$ cat src/rtl/memory_arbiter_if.sv
// rtl/memory_arbiter_if.sv - requester, response and data-memory signals of the two-port memory arbiter
interface memory_arbiter_if #(
  parameter int DATA_WIDTH    = 32,
  parameter int ADDRESS_WIDTH = 6
);
  // Requester command side
  logic                     ReqValid0;
  logic                     ReqValid1;
  logic                     ReqWrite0;
  logic                     ReqWrite1;
  logic [ADDRESS_WIDTH-1:0] ReqAddress0;
  logic [ADDRESS_WIDTH-1:0] ReqAddress1;
  logic [DATA_WIDTH-1:0]    ReqWriteData0;
  logic [DATA_WIDTH-1:0]    ReqWriteData1;
  logic                     ReqReady0;
  logic                     ReqReady1;

  // Response side, read data shared by both requesters
  logic                     RespValid0;
  logic                     RespValid1;
  logic [DATA_WIDTH-1:0]    RespReadData;
  logic                     Grant;
  logic                     Busy;

  // Data-memory port
  logic [ADDRESS_WIDTH-1:0] MemAddress;
  logic [DATA_WIDTH-1:0]    MemWriteData;
  logic                     MemRead;
  logic                     MemWrite;
  logic [DATA_WIDTH-1:0]    MemReadData;

  modport slave (
    input  ReqValid0, ReqValid1, ReqWrite0, ReqWrite1,
    input  ReqAddress0, ReqAddress1, ReqWriteData0, ReqWriteData1,
    input  MemReadData,
    output ReqReady0, ReqReady1, RespValid0, RespValid1, RespReadData,
    output Grant, Busy,
    output MemAddress, MemWriteData, MemRead, MemWrite
  );

  modport master (
    output ReqValid0, ReqValid1, ReqWrite0, ReqWrite1,
    output ReqAddress0, ReqAddress1, ReqWriteData0, ReqWriteData1,
    output MemReadData,
    input  ReqReady0, ReqReady1, RespValid0, RespValid1, RespReadData,
    input  Grant, Busy,
    input  MemAddress, MemWriteData, MemRead, MemWrite
  );
endinterface

$ cat src/rtl/memory_arbiter.sv
// rtl/memory_arbiter.sv - round-robin arbiter sharing one data-memory port between two requesters
module memory_arbiter #(
  parameter int DATA_WIDTH    = 32,
  parameter int ADDRESS_WIDTH = 6
) (
  input  logic             Clock,
  input  logic             ResetN,
  memory_arbiter_if.slave  bus
);

  typedef enum logic [1:0] {
    IDLE  = 2'b00,
    ISSUE = 2'b01,
    RESP  = 2'b10
  } state_e;

  state_e                   state_q, state_d;
  logic [ADDRESS_WIDTH-1:0] addr_q, addr_d;
  logic [DATA_WIDTH-1:0]    wdata_q, wdata_d;
  logic                     write_q, write_d;
  logic                     grant_q, grant_d;
  logic                     last_grant_q, last_grant_d;
  logic                     winner;

  // Tie goes to the requester that did not win last; a lone requester always wins
  always_comb begin
    winner = 1'b0;
    if (bus.ReqValid0 && bus.ReqValid1) begin
      winner = ~last_grant_q;
    end else begin
      winner = bus.ReqValid1;
    end
  end

  // State and captured command; last_grant resets to 1 so requester 0 wins the first tie
  always_ff @(posedge Clock or negedge ResetN) begin
    if (!ResetN) begin
      state_q      <= IDLE;
      addr_q       <= '0;
      wdata_q      <= '0;
      write_q      <= 1'b0;
      grant_q      <= 1'b0;
      last_grant_q <= 1'b1;
    end else begin
      state_q      <= state_d;
      addr_q       <= addr_d;
      wdata_q      <= wdata_d;
      write_q      <= write_d;
      grant_q      <= grant_d;
      last_grant_q <= last_grant_d;
    end
  end

  // Next state, command capture in IDLE only, and all outputs decoded from the state
  always_comb begin
    state_d           = state_q;
    addr_d            = addr_q;
    wdata_d           = wdata_q;
    write_d           = write_q;
    grant_d           = grant_q;
    last_grant_d      = last_grant_q;
    bus.MemAddress    = '0;
    bus.MemWriteData  = '0;
    bus.MemRead       = 1'b0;
    bus.MemWrite      = 1'b0;
    bus.ReqReady0     = 1'b0;
    bus.ReqReady1     = 1'b0;
    bus.RespValid0    = 1'b0;
    bus.RespValid1    = 1'b0;
    bus.RespReadData  = '0;

    case (state_q)
      IDLE: begin
        if (bus.ReqValid0 || bus.ReqValid1) begin
          state_d      = ISSUE;
          grant_d      = winner;
          last_grant_d = winner;
          addr_d       = winner ? bus.ReqAddress1   : bus.ReqAddress0;
          wdata_d      = winner ? bus.ReqWriteData1 : bus.ReqWriteData0;
          write_d      = winner ? bus.ReqWrite1     : bus.ReqWrite0;
        end
      end
      ISSUE: begin
        state_d          = RESP;
        bus.MemAddress   = addr_q;
        bus.MemWriteData = wdata_q;
        bus.MemRead      = ~write_q;
        bus.MemWrite     = write_q;
        bus.ReqReady0    = ~grant_q;
        bus.ReqReady1    = grant_q;
      end
      RESP: begin
        state_d          = IDLE;
        bus.RespValid0   = ~grant_q;
        bus.RespValid1   = grant_q;
        bus.RespReadData = write_q ? '0 : bus.MemReadData;
      end
      default: begin
        state_d = IDLE;
      end
    endcase
  end

  assign bus.Grant = grant_q;
  assign bus.Busy  = (state_q != IDLE);

endmodule

$ cat src/flat_wrapper.sv
// flat-port wrapper written by rule: the top's interface ports become plain ports
module memory_arbiter_flat 
#(
  parameter int DATA_WIDTH    = 32,
  parameter int ADDRESS_WIDTH = 6
)
  (Clock, ResetN, bus_ReqValid0, bus_ReqValid1, bus_ReqWrite0, bus_ReqWrite1, bus_ReqAddress0, bus_ReqAddress1, bus_ReqWriteData0, bus_ReqWriteData1, bus_MemReadData, bus_ReqReady0, bus_ReqReady1, bus_RespValid0, bus_RespValid1, bus_RespReadData, bus_Grant, bus_Busy, bus_MemAddress, bus_MemWriteData, bus_MemRead, bus_MemWrite);
  memory_arbiter_if #(.DATA_WIDTH(DATA_WIDTH), .ADDRESS_WIDTH(ADDRESS_WIDTH)) bus_i ();
  input  logic Clock;
  input  logic ResetN;
  input wire logic [$bits(bus_i.ReqValid0)-1:0] bus_ReqValid0;
  input wire logic [$bits(bus_i.ReqValid1)-1:0] bus_ReqValid1;
  input wire logic [$bits(bus_i.ReqWrite0)-1:0] bus_ReqWrite0;
  input wire logic [$bits(bus_i.ReqWrite1)-1:0] bus_ReqWrite1;
  input wire logic [$bits(bus_i.ReqAddress0)-1:0] bus_ReqAddress0;
  input wire logic [$bits(bus_i.ReqAddress1)-1:0] bus_ReqAddress1;
  input wire logic [$bits(bus_i.ReqWriteData0)-1:0] bus_ReqWriteData0;
  input wire logic [$bits(bus_i.ReqWriteData1)-1:0] bus_ReqWriteData1;
  input wire logic [$bits(bus_i.MemReadData)-1:0] bus_MemReadData;
  output wire logic [$bits(bus_i.ReqReady0)-1:0] bus_ReqReady0;
  output wire logic [$bits(bus_i.ReqReady1)-1:0] bus_ReqReady1;
  output wire logic [$bits(bus_i.RespValid0)-1:0] bus_RespValid0;
  output wire logic [$bits(bus_i.RespValid1)-1:0] bus_RespValid1;
  output wire logic [$bits(bus_i.RespReadData)-1:0] bus_RespReadData;
  output wire logic [$bits(bus_i.Grant)-1:0] bus_Grant;
  output wire logic [$bits(bus_i.Busy)-1:0] bus_Busy;
  output wire logic [$bits(bus_i.MemAddress)-1:0] bus_MemAddress;
  output wire logic [$bits(bus_i.MemWriteData)-1:0] bus_MemWriteData;
  output wire logic [$bits(bus_i.MemRead)-1:0] bus_MemRead;
  output wire logic [$bits(bus_i.MemWrite)-1:0] bus_MemWrite;
  assign bus_i.ReqValid0 = bus_ReqValid0;
  assign bus_i.ReqValid1 = bus_ReqValid1;
  assign bus_i.ReqWrite0 = bus_ReqWrite0;
  assign bus_i.ReqWrite1 = bus_ReqWrite1;
  assign bus_i.ReqAddress0 = bus_ReqAddress0;
  assign bus_i.ReqAddress1 = bus_ReqAddress1;
  assign bus_i.ReqWriteData0 = bus_ReqWriteData0;
  assign bus_i.ReqWriteData1 = bus_ReqWriteData1;
  assign bus_i.MemReadData = bus_MemReadData;
  assign bus_ReqReady0 = bus_i.ReqReady0;
  assign bus_ReqReady1 = bus_i.ReqReady1;
  assign bus_RespValid0 = bus_i.RespValid0;
  assign bus_RespValid1 = bus_i.RespValid1;
  assign bus_RespReadData = bus_i.RespReadData;
  assign bus_Grant = bus_i.Grant;
  assign bus_Busy = bus_i.Busy;
  assign bus_MemAddress = bus_i.MemAddress;
  assign bus_MemWriteData = bus_i.MemWriteData;
  assign bus_MemRead = bus_i.MemRead;
  assign bus_MemWrite = bus_i.MemWrite;
  memory_arbiter #(.DATA_WIDTH(DATA_WIDTH), .ADDRESS_WIDTH(ADDRESS_WIDTH)) u_core (.Clock(Clock), .ResetN(ResetN), .bus(bus_i));
endmodule
$ cat config.mk
export PLATFORM = sky130hd
export DESIGN_NAME = memory_arbiter_flat
export DESIGN_NICKNAME = d
export VERILOG_FILES = /design/src/rtl/memory_arbiter_if.sv /design/src/rtl/memory_arbiter.sv /design/src/flat_wrapper.sv
export SDC_FILE = /design/constraint.sdc
export NUM_CORES = 1
export LEC_CHECK = 0
export ABC_AREA = 0
export CORE_ASPECT_RATIO = 0.8
export CORE_MARGIN = 2
export CORE_UTILIZATION = 37
export CTS_CLUSTER_SIZE = 28
export DETAILED_ROUTE_END_ITERATION = 10
export PLACE_DENSITY = 0.81
export SYNTH_ARGS = -nofsm -noshare
export SYNTH_HDL_FRONTEND = slang
export SYNTH_SLANG_ARGS = --single-unit
$ cat constraint.sdc
create_clock -name Clock -period 2.1 [get_ports Clock]
set_input_delay 0.315 -clock Clock [delete_from_list [all_inputs] [get_ports Clock]]
set_output_delay 0.315 -clock Clock [all_outputs]
set_load 0.005 [all_outputs]
### After elaboration in Yosys (flattened, before gate mapping)

Cells that the tools add are included.

* bits in registers: 43
* bits of input ports: 114
* output and inout port bits: 78
* logic and storage cells: 33

* equal/unequal tests: 3
* mux-type cells: 16
* bitwise logic cells: 3
* reductions and logical operators: 5

Operator list (count)
* $mux W32: 4
* $mux W6: 2
* $mux W1: 8
* $pmux W2 S2: 1
* $not A1 Y1: 3
* $eq A2 B1 Y1 const B: 1
* $eq A2 B2 Y1 const B: 1
* $logic_not A2 Y1: 1
* $mux W2: 1
* $ne A2 B1 Y1 const B: 1
* $reduce_and A2 Y1: 1
* $reduce_bool A2 Y1: 1
* $logic_and A1 B1 Y1: 1
* $logic_or A1 B1 Y1: 1

### Logic depth before layout (Yosys ltp)

Gate-level depths: netlist (run 1).

* word-level depth: 3
* depth in mapped cells: 5
* mapped depth without buffers: 3

### Worst setup path after synthesis (run 1)

Ideal clock, no wire load.

* kind: reg-to-reg
* start: register u_core.last_grant_q
* end: register u_core.addr_q[5]
* library setup time: 0.125 ns
* arrival time: 1.425 ns
* data required time: 1.975 ns
* setup slack: 0.550 ns
* cell stages (with the launch flop): 6
* path buffers: 2
* period minus slack after synthesis: 1.550 ns
* cell sequence: dfstp_2 a21bo_1 buf_6 buf_12 mux2_4 mux2_4

* word-level cells in the longest chain between the ends: 3

RTL lines
* start: declaration: RTL line memory_arbiter.sv:22 `logic last_grant_q, last_grant_d;`
* start signal: assignment: RTL line memory_arbiter.sv:50 `last_grant_q <= last_grant_d;`
* $not A1 Y1: RTL line memory_arbiter.sv:29 `winner = ~last_grant_q;`
* $mux W1: RTL line memory_arbiter.sv:28 `if (bus.ReqValid0 && bus.ReqValid1) begin`
* $mux W6: RTL line memory_arbiter.sv:78 `addr_d = winner ? bus.ReqAddress1 : bus.ReqAddress0;`
* end signal: assignment: RTL line memory_arbiter.sv:46 `addr_q <= addr_d;`
* end: declaration: RTL line memory_arbiter.sv:18 `logic [ADDRESS_WIDTH-1:0] addr_q, addr_d;`

Every way passes these cells.
A chain may end at the register's enable or synchronous reset.

### Final worst setup path (run 1)

* start: register u_core.state_q[0]
* end: output port bus_RespReadData[5]

* word-level cells in the longest chain between the ends: 2

RTL lines
* start: declaration: RTL line memory_arbiter.sv:17 `state_e state_q, state_d;`
* start signal: assignment: RTL line memory_arbiter.sv:45 `state_q <= state_d;`
* $eq A2 B2 Y1: RTL line memory_arbiter.sv:72 `case (state_q)`
* $mux W32: RTL line memory_arbiter.sv:72
* end: declaration: RTL line flat_wrapper.sv:24 `output wire logic [$bits(bus_i.RespReadData)-1:0] bus_RespReadData;`

Every way passes these cells.

==> summary.txt, run 1 <==
CTS
  • Clock sinks: 43
  • TritonCTS Buffers: 5
  • H-tree levels: 2
  • Worst skew pair latency: 290 ps
  • Reg clk slew, reported paths: 80 ps
  • Root Buffer Master: clkbuf_8
  • TritonCTS clock tree: built
  • Hold buffers post-CTS: 0
  • CTS Buffer Depth: 2

Worst setup path
  • Worst-path fanout max: 5
  • Worst EP arrival: 1740 ps
  • Crit end category: primary output
  • Kind of start point of the critical path: flip-flop
  • WS Path Type: reg2out
  • Worst Path Required: 1780 ps

Logic synthesis
  • Syn Area/Cell: 13.1 sq um
  • Synth area leader: mux2_4
  • Largest family of logic cells by synthesized area: multiplexers
  • XOR/XNOR Fraction of Synth Area: 0%
  • Syn_nets: 339
  • Cell variety after synth: 17
  • Simple-Gate Fraction of Synth Area: 17.0%
  • #FFs+latches synth: 43
  • Share of Yosys cell area claimed by the top area cell type: 38.8%
  • Post-Synthesis Cells: 225
  • Cell Area, Synth: 0.00294 sq mm
  • Synth area leaders: mux2_4 39%, dfrtp_1 36%, and2_1 15%, buf_12 2.7%, buf_6 1.9%
  • Mux share of post-synthesis cell area: 39.9%
  • Adder-Cell Fraction of Synth Area: 0%
  • Synth cell count leaders: 76 x mux2_4, 71 x and2_1, 42 x dfrtp_1
  • Main synth FF type: dfrtp_1
  • Register area share after synthesis: 36.6%
  • Post-synthesis compound-gate area fraction: 0.765%
  • Post-synth ARST share: 100%
  • Count leader, synth: mux2_4
  • Post-synth EDFFs: 0
  • Yosys warns: 0

Die
  • Die W: 104 um
  • Core Area: 0.00784 sq mm
  • Initial Util: 37.6%
  • I/O pin cnt: 192
  • Placement Rows: 29
  • Die footprint: 0.00869 sq mm
  • Die Y: 83.8 um

Routing
  • Routed via count: 2,404
  • First drt pass iteration count: 4
  • DRC: 0
  • 1st-iter DRT viols: 41
  • Antenna Violating Nets Remaining: 0
  • Routed wire length: 8.48 mm
  • Wirelength per Cell: 15.9 um
  • DR vias/cell: 4.49

Cells and area
  • Nets: 540
  • Share of layout cells above drive strength 1: 26.7%
  • Antenna cells: 0
  • Fill count: 627
  • Fin cells: 535
  • Area Growth Syn to Fin: 76.2%
  • Final Util: 66.2%
  • Non-Filler Cell Area, Final: 0.00519 sq mm

Run status
  • Status: finished with violations
  • Failing checks: negative hold slack

Global routing
  • GRT overflow: 0
  • Total global-route track usage: 19.3%
  • Initial antenna violation count: 0
  • Vias in the first global route: 2,582
  • First-pass GRT wire length: 13.3 mm
  • Largest net degree at the start of global routing: 41

Timing
  • Max-slew violations: 0
  • Final setup viols: 0
  • Hold Violations, Final: 13
  • Slew @ Worst Pin: 527 ps
  • Final setup TNS: 0 ps
  • Period utilisation layout: 98.0%
  • Clock Skews: 7.36 ps
  • WHS: -4.93 ps
  • Crit path time final: 2060 ps
  • Slew HR: 64.9%
  • FMAX: 0.486 GHz

Flow run
  • Max Cap Violations: 0

Power and ir drop
  • Leak Pwr: 0.00272 uW
  • Power per Cell Area: 1040 mW/mm^2
  • Peak supply drop: 0.000709 V

Place
  • Post-DP HPWL: 6.43 mm
  • Post-DP Area: 0.00492 sq mm
  • IO Port Bufs: 191
  • GPL Wtd Cong: 0.723
  • Placed cell count: 517

Hold path
  • Hold WC Path Type: in2async
==> logic make-up (layout without fill, tap and decap cells) <==
family	count (synthesis)	in the layout
buffers and inverters	18	220
AO/OA/AOI/OAI	3	3
multiplexers	79	79
flip-flops	43	43
AND/OR/NAND/NOR	82	82
==> cells in the final DEF, fill, tap and decap left out, types with 6 or more instances in the layout <==
cell type	instances
and2_1	71
buf_4	9
buf_6	6
clkbuf_8	6
clkdlybuf4s50_1	144
dfrtp_1	42
dlygate4sd2_1	27
dlymetal6s2s_1	19
mux2_4	76
nor2_1	6
==> per-layer routing <==
layer / share of wire, % / GRT usage, % / wire, um / up-vias
met5: 0 / 0 / 0 / -
met4: 1.1 / 5.41 / 93 / 0
met3: 4.2 / 3.75 / 360 / 9
met2: 48 / 32.0 / 4070 / 83
met1: 47 / 25.9 / 3960 / 1160
li1: - / - / - / 1152
==> registers in the layout, indices dropped and copies added (netlist names) <==
register	cells
u_core.state_q	2
u_core.addr_q	6
u_core.last_grant_q	1
u_core.wdata_q	32
u_core.write_q	1
u_core.bus.Grant	1
==> power by group <==
part | internal [uW] | switching, uW | total [uW]
Clock | 385 | 273 | 658
Sequential | 1260 | 246 | 1510
Combinational | 2160 | 1080 | 3240
==> worst paths after layout <==
| kind | startpoint | endpoint | slack [ps] | cells past startpoint |
|---|---|---|---|---|
| max | u_core.state_q[0] | bus_RespReadData[5] | 40 | 5 |
| min | ResetN | u_core.wdata_q[2] | -5 | 1 |
| max reg2reg | u_core.state_q[1] | u_core.wdata_q[3] | 330 | 5 |
| min reg2reg | u_core.wdata_q[7] | u_core.wdata_q[7] | 500 | 1 |
| max in group asynchronous | ResetN | u_core.wdata_q[10] | 1430 | 2 |
| min in group Clock | u_core.wdata_q[7] | u_core.wdata_q[7] | 500 | 1 |
==> final cells by class <==
class | instances | area [sq um] | area share, %
flip-flops and latches | 43 | 1080 | 20.8
well taps | 108 | 135 | 2.60
clock buffers | 6 | 82.6 | 1.59
inverters | 2 | 12.5 | 0.241
clock inverters | 2 | 35.0 | 0.675
multi-input cells | 164 | 1720 | 33.1
repair buffers | 210 | 2130 | 41.0
==> metrics by stage <==
step,power [uW],worst slack (ps)
final,5400,41.7
after global routing,5730,-7.03
after CTS,5370,-85.3
after detailed placement,4630,130
after global placement,4540,158
after floorplan,3260,550
==> critical path: stages (launching register included) <==
cell             delay [ps]
dfrtp_1                 400
nand2b_4                170
nor2_4                  140
buf_6                   120
and2_1                  120
clkdlybuf4s50_1         510
==> what timing repair did <==
action                                  CTS  global route
gates resized for setup                  42            27
gates cloned                              3             1
endpoints found under the hold margin     0             0
endpoints found under the setup margin   71            44
pin swaps                                 0             1
setup buffers                             0             6
Power figures use the tool's default switching activity.
==> inputs of run 2 (changes only) <==
--- a/config.mk
+++ b/config.mk
@@ -6,6 +6,7 @@
 export NUM_CORES = 1
 export LEC_CHECK = 0
 export ABC_AREA = 0
+export CAP_MARGIN = 30
 export CORE_ASPECT_RATIO = 0.8
 export CORE_MARGIN = 2
 export CORE_UTILIZATION = 37
==> results of run 2 <==
The final DEF is identical to that of run 1; final timing and power are the same.
==> inputs of run 3 (changes only) <==
--- a/config.mk
+++ b/config.mk
@@ -9,10 +9,11 @@
 export CAP_MARGIN = 30
 export CORE_ASPECT_RATIO = 0.8
 export CORE_MARGIN = 2
-export CORE_UTILIZATION = 37
+export CORE_UTILIZATION = 33
 export CTS_CLUSTER_SIZE = 28
 export DETAILED_ROUTE_END_ITERATION = 10
-export PLACE_DENSITY = 0.81
+export PLACE_DENSITY = 0.76
+export SKIP_CTS_REPAIR_TIMING = 1
 export SYNTH_ARGS = -nofsm -noshare
 export SYNTH_HDL_FRONTEND = slang
 export SYNTH_SLANG_ARGS = --single-unit
==> constraint.sdc (replaced) <==
create_clock -name Clock -period 1.65 [get_ports Clock]
set_input_delay 0.2475 -clock Clock [delete_from_list [all_inputs] [get_ports Clock]]
set_output_delay 0.2475 -clock Clock [all_outputs]
set_load 0.005 [all_outputs]
==> summary.txt, run 3 (synthesized netlist as in run 1, its figures left out) <==
Cells and area
  • Antenna cells: 0 (unchanged)
  • Area Growth Syn to Fin: 98.4% (was 76.2%)
  • Largest reg by FF count: u_core.wdata_q (unchanged)
  • Most frequent cells in the layout: 113 x clkdlybuf4s50_1, 78 x mux2_4, 69 x buf_6, 52 x and2_4, 42 x dfrtp_1 (was 144 x clkdlybuf4s50_1, 76 x mux2_4, 71 x and2_1, 42 x dfrtp_1, 27 x dlygate4sd2_1)
  • Max reg flops: 32 (unchanged)
  • Non-Filler Cell Area, Final: 0.00584 sq mm (was 0.00519 sq mm)
  • Share of layout cells above drive strength 1: 58.1% (was 26.7%)
  • Fin cells: 575 (was 535)
  • Largest registers: u_core.wdata_q x32, u_core.addr_q x6, u_core.state_q x2 (unchanged)
  • Fill count: 659 (was 627)
  • Nets: 576 (was 540)
  • Commonest non-fill, non-tap cell in the layout: clkdlybuf4s50_1 (unchanged)

Worst setup path
  • Worst-path fanout max: 4 (was 5)
  • Worst Path Required: 1400 ps (was 1780 ps)
  • Kind of start point of the critical path: flip-flop (unchanged)
  • WS Path Type: reg2out (unchanged)
  • Worst EP arrival: 1690 ps (was 1740 ps)
  • Crit end category: primary output (unchanged)

CTS
  • CTS Buffer Depth: 2 (unchanged)
  • Reg clk slew, reported paths: 80 ps (about the same)
  • H-tree levels: 2 (unchanged)
  • Root Buffer Master: clkbuf_8 (unchanged)
  • TritonCTS clock tree: built (unchanged)
  • Worst skew pair latency: 290 ps (about the same)
  • Clock sinks: 43 (unchanged)
  • TritonCTS Buffers: 5 (unchanged)

Timing
  • WHS: 445 ps (was -4.93 ps)
  • Hold Violations, Final: 0 (was 13)
  • Slew HR: 67.8% (was 64.9%)
  • FMAX: 0.515 GHz
  • Slew @ Worst Pin: 483 ps (was 527 ps)
  • Period utilisation layout: 118%
  • Fin worst setup slack: -290 ps (was 41.7 ps)
  • Crit path time final: 1940 ps
  • Max-slew violations: 0 (unchanged)
  • Clock Skews: 6.43 ps (was 7.36 ps)
  • Final setup viols: 108 (was 0)
  • RSZ-0062 raised after global routing: true

Power and ir drop
  • Power per Cell Area: 1410 mW/mm^2 (was 1040 mW/mm^2)
  • Leak Pwr: 0.00290 uW (was 0.00272 uW)
  • Total power: 8260 uW (was 5400 uW)
  • Peak supply drop: 0.000701 V (was 0.000709 V)

Place
  • Placed cell count: 529 (was 517)
  • Post-DP HPWL: 6.16 mm (was 6.43 mm)
  • Post-DP Area: 0.00502 sq mm (was 0.00492 sq mm)
  • IO Port Bufs: 191 (unchanged)
  • GPL Wtd Cong: 0.669 (was 0.723)

Die
  • Die W: 110 um (was 104 um)
  • Initial Util: 34.4% (was 37.6%)
  • I/O pin cnt: 192 (unchanged)
  • Placement Rows: 30 (was 29)
  • Die footprint: 0.00970 sq mm (was 0.00869 sq mm)
  • Core Area: 0.00856 sq mm (was 0.00784 sq mm)
  • Die Y: 88.5 um (was 83.8 um)

Routing
  • Routed wire length: 10.2 mm (was 8.48 mm)
  • 1st-iter DRT viols: 71 (was 41)
  • Wirelength per Cell: 17.7 um (was 15.9 um)
  • DRC: 0 (unchanged)
  • First drt pass iteration count: 4 (unchanged)
  • DR vias/cell: 4.47 (was 4.49)
  • Antenna Violating Nets Remaining: 0 (unchanged)
  • Routed via count: 2,572 (was 2,404)

Flow run
  • Max Cap Violations: 0 (unchanged)

Global routing
  • Largest net degree at the start of global routing: 33 (was 41)
  • GRT overflow: 0 (unchanged)
  • First-pass GRT wire length: 11.8 mm (was 13.3 mm)
  • Initial antenna violation count: 0 (unchanged)
  • Vias in the first global route: 2,399 (was 2,582)
  • Total global-route track usage: 15.5% (was 19.3%)

Hold path
  • Hold WC Path Type: in2async (unchanged)

Run status
  • Failing checks: negative setup slack (was negative hold slack)
  • Status: finished with violations (unchanged)
run 3: final cells by class:
class	instances	area [sq um]	share of cell area (%)
sequential	43	1080	18.4
multi-input combinational	164	1860	31.9
tap	112	140	2.40
clock buffer	8	80.1	1.37
inverter	2	15.0	0.257
timing repair buffer	246	2670	45.6
run 3: per-layer routing:
layer	GRT usage [%]	vias up	part of all wire, %
met1	21.4	1253	45
met5	0	-	0
li1	-	1225	-
met4	3.80	0	0.81
met2	25.0	87	49
met3	3.02	7	6.1
run 3: worst paths after layout:
check | startpoint | to | slack (ps) | cells after the start
hold reg to reg | u_core.wdata_q[14] | u_core.wdata_q[14] | 510 | 1
min in group Clock | u_core.wdata_q[14] | u_core.wdata_q[14] | 510 | 1
setup reg to reg | u_core.state_q[0] | u_core.write_q | -50 | 6
hold / removal | ResetN | u_core.wdata_q[0] | 450 | 2
setup / recovery | u_core.state_q[0] | bus_RespReadData[16] | -290 | 8
max in group asynchronous | ResetN | u_core.wdata_q[22] | 700 | 3
run 3: stage by stage:
step	TNS [ps]	utilization (%)	setup WS, ps
after floorplan	0	-	99.5
after global placement	-13510	58.6	-224
after detailed placement	-14690	58.6	-245
after CTS	-31860	59.6	-505
after global routing	-15130	68.3	-344
final	-9990	68.3	-290
run 3: critical path, stage by stage, from the launching register on:
cell       delay (ps)
dfrtp_1           400
nand2b_4          160
nor2_4            190
buf_6             140
clkbuf_16         120
buf_6              90
buf_6              90
and2_4            130
buf_6              90
run 3: power by group:
part	switching, uW	total (uW)	internal, uW
Combinational	1800	5660	3860
Sequential	339	1950	1610
Clock	343	644	301
